`config.mk`:
```
export PLATFORM = sky130hd
export DESIGN_NAME = led_pattern_sequencer
export DESIGN_NICKNAME = d
export VERILOG_FILES = /design/src/rtl/led_pattern_sequencer.sv
export SDC_FILE = /design/constraint.sdc
export NUM_CORES = 1
export LEC_CHECK = 0
export ABC_AREA = 0
export CAP_MARGIN = 20
export CORE_AREA = 4 4 90 92
export DETAILED_ROUTE_END_ITERATION = 12
export DIE_AREA = 0 0 94 96
export GPL_TIMING_DRIVEN = 0
export PLACE_DENSITY = 0.79
export SETUP_SLACK_MARGIN = 0.1
export SYNTH_ARGS = -nofsm -noshare
export SYNTH_HDL_FRONTEND = slang
export SYNTH_SLANG_ARGS = --single-unit
export TNS_END_PERCENT = 20
```
`constraint.sdc`:
```
create_clock -name i_Clk -period 2 [get_ports i_Clk]
set_input_delay 0.4 -clock i_Clk [delete_from_list [all_inputs] [get_ports i_Clk]]
set_output_delay 0.4 -clock i_Clk [all_outputs]
set_load 0.005 [all_outputs]
```
`src/rtl/led_pattern_sequencer.sv`:
```
// LED step sequencer: plays a latched list of 2-bit LED indices with timed on/gap phases.
// Optional dark gap between steps is built only when LED_SEQ_GAP_EN is defined.
//
//   state  | meaning
//   -------+-----------------------------------------------------------
//   S_IDLE | LEDs dark, waiting for i_Start
//   S_ON   | current step's LED lit for CLKS_ON cycles
//   S_GAP  | all LEDs dark for CLKS_GAP cycles (LED_SEQ_GAP_EN only)
//   S_DONE | one-cycle o_Done pulse, then back to S_IDLE
module led_pattern_sequencer #(
  parameter int CLKS_ON  = 12500000,
  parameter int CLKS_GAP = 2500000,
  parameter int MAX_LEN  = 15
) (
  input  logic                 i_Clk,
  input  logic                 i_Rst_L,
  input  logic                 i_Start,
  input  logic [3:0]           i_Length,
  input  logic [2*MAX_LEN-1:0] i_Pattern,
  output logic [3:0]           o_LED,
  output logic                 o_Busy,
  output logic                 o_Done,
  output logic [3:0]           o_Step
);

  localparam int CNT_MAX = (CLKS_ON > CLKS_GAP) ? CLKS_ON : CLKS_GAP;
  localparam int CNT_W   = (CNT_MAX > 1) ? $clog2(CNT_MAX) : 1;
  localparam logic [CNT_W-1:0] ON_LAST = CNT_W'(CLKS_ON - 1);
`ifdef LED_SEQ_GAP_EN
  localparam logic [CNT_W-1:0] GAP_LAST = CNT_W'(CLKS_GAP - 1);
`endif
  localparam logic [3:0] MAX_LEN_4 = 4'(MAX_LEN);

  typedef enum logic [1:0] {
    S_IDLE = 2'd0,
    S_ON   = 2'd1,
`ifdef LED_SEQ_GAP_EN
    S_GAP  = 2'd3,
`endif
    S_DONE = 2'd2
  } state_t;

  state_t                 state_q;
  logic [CNT_W-1:0]       cnt_q;
  logic [2*MAX_LEN-1:0]   pat_q;
  logic [3:0]             len_q;
  logic [3:0]             step_q;
  logic [3:0]             led_q;
  logic                   busy_q;
  logic                   done_q;

  logic [3:0]             len_d;
  logic [3:0]             step_d;
  logic [1:0]             steps_w [16];

  function automatic logic [3:0] onehot(input logic [1:0] v);
    return 4'b0001 << v;
  endfunction

  // Unpack the latched pattern into a 16-entry table so a 4-bit step index never selects out of range.
  for (genvar k = 0; k < 16; k++) begin : g_steps
    if (k < MAX_LEN) begin : g_used
      assign steps_w[k] = pat_q[2*k +: 2];
    end else begin : g_unused
      assign steps_w[k] = 2'b00;
    end
  end

  always_comb begin
    len_d  = (i_Length > MAX_LEN_4) ? MAX_LEN_4 : i_Length;
    step_d = step_q + 4'd1;
  end

  always_ff @(posedge i_Clk or negedge i_Rst_L) begin
    if (!i_Rst_L) begin
      state_q <= S_IDLE;
      cnt_q   <= '0;
      pat_q   <= '0;
      len_q   <= 4'd0;
      step_q  <= 4'd0;
      led_q   <= 4'd0;
      busy_q  <= 1'b0;
      done_q  <= 1'b0;
    end else begin
      done_q <= 1'b0;
      case (state_q)
        S_IDLE: begin
          led_q  <= 4'd0;
          busy_q <= 1'b0;
          if (i_Start) begin
            pat_q  <= i_Pattern;
            len_q  <= len_d;
            step_q <= 4'd0;
            cnt_q  <= '0;
            if (len_d == 4'd0) begin
              state_q <= S_DONE;
              done_q  <= 1'b1;
            end else begin
              state_q <= S_ON;
              busy_q  <= 1'b1;
              led_q   <= onehot(i_Pattern[1:0]);
            end
          end
        end

        S_ON: begin
          if (cnt_q == ON_LAST) begin
            cnt_q <= '0;
            if (step_q == len_q - 4'd1) begin
              state_q <= S_DONE;
              busy_q  <= 1'b0;
              led_q   <= 4'd0;
              done_q  <= 1'b1;
            end else begin
`ifdef LED_SEQ_GAP_EN
              state_q <= S_GAP;
              led_q   <= 4'd0;
`else
              step_q  <= step_d;
              led_q   <= onehot(steps_w[step_d]);
`endif
            end
          end else begin
            cnt_q <= cnt_q + 1'b1;
          end
        end

`ifdef LED_SEQ_GAP_EN
        S_GAP: begin
          if (cnt_q == GAP_LAST) begin
            cnt_q   <= '0;
            state_q <= S_ON;
            step_q  <= step_d;
            led_q   <= onehot(steps_w[step_d]);
          end else begin
            cnt_q <= cnt_q + 1'b1;
          end
        end
`endif

        S_DONE: begin
          state_q <= S_IDLE;
          cnt_q   <= '0;
          led_q   <= 4'd0;
          busy_q  <= 1'b0;
        end

        default: begin
          state_q <= S_IDLE;
          cnt_q   <= '0;
          led_q   <= 4'd0;
          busy_q  <= 1'b0;
        end
      endcase
    end
  end

  assign o_LED  = led_q;
  assign o_Busy = busy_q;
  assign o_Done = done_q;
  assign o_Step = step_q;

endmodule

```
==> flow_summary.ini <==
[run_status]
run_status = complete, but fails checks
violations = setup timing

[detailed_routing]
detail_route.drc_violations = 0
antenna_violating_nets_post_route = 0
detail_route.vias_per_cell = 5.616
route.layer.met1.wl_microns = 3252
routedWlPerCell_microns = 16.44
met2WireLength_microns = 4166
detailedRoute.firstIterationViolations = 115
first_pass_iters = 4
routed_wl_microns = 8056
route.top_layer_used = met4
detailroute.wirelength.met3_microns = 373
num_vias = 2752

[yosys]
distinct_cells_synth = 50
yosys_warning_count = 0
mapped_cells = 313
average_instance_area_after_synthesis_sq_um = 11.42
netlist_top_cells_area = dfrtp_1, mux2_2, mux4_2, xor2_1, o21ai_0
synth.yosys.seq_area_share_pct = 48.99
number_of_flops_mapped_to_enable_cells_by_yosys = 0
ys.flop_type = dfrtp_1
mappedNetlistArea_sq_um = 3576
post-synth-top-area-fraction_pct = 48.99
ys_ff_latch = 70
synth.largest_area_cell = dfrtp_1
postSynthNetCount = 353
synthArstFlopShare_pct = 100.0

[cells_and_area]
final-instance-count-excl-fill = 490
layout.area.seq_sq_um = 1760
multi_input_area_sq_um = 1876
area.growth.synth_to_final_pct = 31.28
share_of_final_layout_standard_cells_stronger_than_drive_strength_1_pct = 32.99
antennaDiodeCount = 0
fillers = 557
fin_nets = 426
final_core_utilization_pct = 65.07

[clocking]
clock-sinks = 70
cts_made_buffers = 9
cts-root-buf = clkbuf_8
tritoncts = yes
cts.clk_slew.worst_paths_ns = 0.08
deepest_clock_path_buffer_count = 2
cts_htree_levels = 3
clk_latency_ns = 0.35
cts.hold.buffers_added = 0

[placement]
numPlacedInstances = 458
finalWeightedCongestion = 0.8230
dp.final_hpwl_microns = 5514
port_buffers = 46

[power_and_ir_drop]
ir_worst_vdd_mv = 0.7659
total_leakage_power_nw = 1.927
p_total_mw = 5.541
powerDensity_nw_per_um2 = 1180

[setup_path]
crit_path_capture_type = flop
critPathRequiredTime_ns = 2.22
reg2reg_depth = 7
reg2reg_slack_ns = -0.1
timing.setup.critical_path_class = reg -> reg
start_kind = flop
critical_path.reg2reg.startpoint = cnt_q[7]
rr_endpoint = o_LED[2]
critical_path_fanout_max = 10
critPathArrivalTime_ns = 2.31

[floorplan]
initial_core_util_pct = 49.57
io_pins = 47
core.rowCount = 31
dieHeight_microns = 96
floorplan.die_area_sq_um = 9024
fp.coreArea_sq_um = 7214
floorplan.die.width_microns = 94

[global_routing]
grt_remaining_overflow = 0
antenna_violations_before_repair = 0
grt_util_all_layers_pct = 18.92
grt_max_degree = 71
grt_first_pass_wirelength_microns = 13220
first_global_vias = 2807

[timing]
setup_violations = 9
post-route-worst-setup-slack_ns = -0.09860
totalNegativeSetupSlack_ns = -0.3464
finalHoldViolCount = 0
worst_clock_skew_ns = 0.01390
rsz0062_at_grt = true
final_min_period_over_clock_period_pct = 104.9
fmax_ghz = 0.4765
timing.slew.headroom_pct = 42.62
period_needed_ns = 2.099
tightest_slew_ns = 0.8607
slew_viol_final = 0

[job]
drv.max_cap_violation_count = 0

[min_path]
worstHoldPathType = in -> async
==> Yosys cell counts (all sizes together), types with 2 or more instances <==
| cell type | instances |
|---|---|
| a21o | 2 |
| a21oi | 7 |
| a22o | 2 |
| a31o | 3 |
| a31oi | 4 |
| a32o | 2 |
| a32oi | 2 |
| and3 | 3 |
| and4 | 6 |
| buf | 8 |
| clkbuf | 6 |
| dfrtp | 70 |
| ha | 3 |
| inv | 9 |
| mux2 | 34 |
| mux2i | 4 |
| mux4 | 7 |
| nand2 | 20 |
| nand2b | 3 |
| nand3 | 12 |
| nand4 | 11 |
| nor2 | 17 |
| nor2b | 3 |
| nor3 | 12 |
| nor4 | 3 |
| o211ai | 4 |
| o21ai | 16 |
| o31ai | 3 |
| or2 | 2 |
| or3 | 7 |
| or4 | 2 |
| xnor2 | 7 |
| xor2 | 10 |
==> cell usage in the layout, fill, tap and decap left out, types with 4 or more instances in the layout <==
master,n
nor2_2,5
nand2_1,19
mux2_2,34
dfrtp_1,63
nor2_1,11
dfrtp_2,7
xor2_1,10
mux2i_1,4
nand3_1,12
buf_4,19
clkinv_2,4
clkbuf_8,9
a31oi_1,4
o21ai_0,16
a21oi_1,4
inv_1,9
nor3_1,7
and4_1,4
nand4_1,10
xnor2_1,5
clkdlybuf4s50_1,43
o211ai_1,4
or3_1,5
mux4_2,6
==> report_power, final <==
group	total, mW	internal (mW)	switching (mW)	leakage [nW]
combinational	2.21	1.31	0.902	0.957
sequential	2.25	1.90	0.348	0.873
clock	1.08	0.568	0.516	0.0968
==> worst max-delay path by stage <==
stage / from / endpoint / slack, ns / cells past startpoint
floorplan: o_Step[1] / o_LED[3] / 0.06 / 5
global placement: i_Rst_L / o_Step[1] / -2.08 / 1
detailed placement: i_Start / pat_q[28] / -0.54 / 5
CTS: cnt_q[22] / o_LED[2] / -0.06 / 5
global route: cnt_q[18] / o_LED[2] / -0.14 / 8
finish: cnt_q[7] / o_LED[2] / -0.1 / 7
==> stage by stage <==
| step | hold slack, ns | area [sq um] | setup WS, ns |
|---|---|---|---|
| 3_5_place_dp | 0.4887 | 4192 | -0.5385 |
| 4_1_cts | 0.1933 | 4517 | -0.05663 |
| 5_1_grt | 0.2427 | 4695 | -0.1446 |
| 3_3_place_gp | 0.4819 | 4194 | -2.078 |
| 2_1_floorplan | 0.1044 | 3610 | 0.06298 |
| 6_report | 0.1599 | 4695 | -0.09860 |
==> sequential cells by signal, indices dropped and copies added, names as in the netlist <==
register,count
o_LED,4
pat_q,30
len_q,4
state_q,2
o_Busy,1
o_Step,4
cnt_q,24
o_Done,1
==> per-layer routing <==
metal	vias up	global-route usage (%)
li1	1306	-
met1	1343	22.12
met2	78	33.41
met3	25	3.284
met4	0	9.747
met5	-	0
==> what timing repair did <==
| item | 4_1_cts | 5_1_grt |
|---|---|---|
| gates resized for setup | 24 | 32 |
| pin swaps | 8 | 19 |
| buffers inserted | 8 | 7 |
| gates cloned | 0 | 1 |
| endpoints found under the setup margin | 61 | 58 |
==> final cells by class <==
type | count | share of cell area, %
multi-input combinational | 221 | 39.95
clock inverter | 5 | 1.066
buffer | 14 | 2.905
sequential | 70 | 37.50
inverter | 9 | 0.7196
tap | 99 | 2.639
clock buffer | 11 | 2.799
timing repair buffer | 61 | 12.42
==> worst max-delay path, stage by stage (launching register included) <==
cell	delay, ns
dfrtp_2	0.44
nor4b_4	0.34
nand4_2	0.20
o31a_2	0.38
buf_8	0.15
buf_8	0.14
a32oi_4	0.22
o31ai_4	0.10
==> cells by family after synthesis <==
logic type	after synthesis	share of synthesized area, %
and+or+nand+nor	105	16.34
DFF	70	48.99
AOI/OAI and AO/OA	49	9.202
muxes	45	16.45
buffers and inverters	23	3.149
xor gates and xnor gates	18	4.828
adders and majority gates	3	1.050
Note: power is estimated with default switching activity, not from simulation.
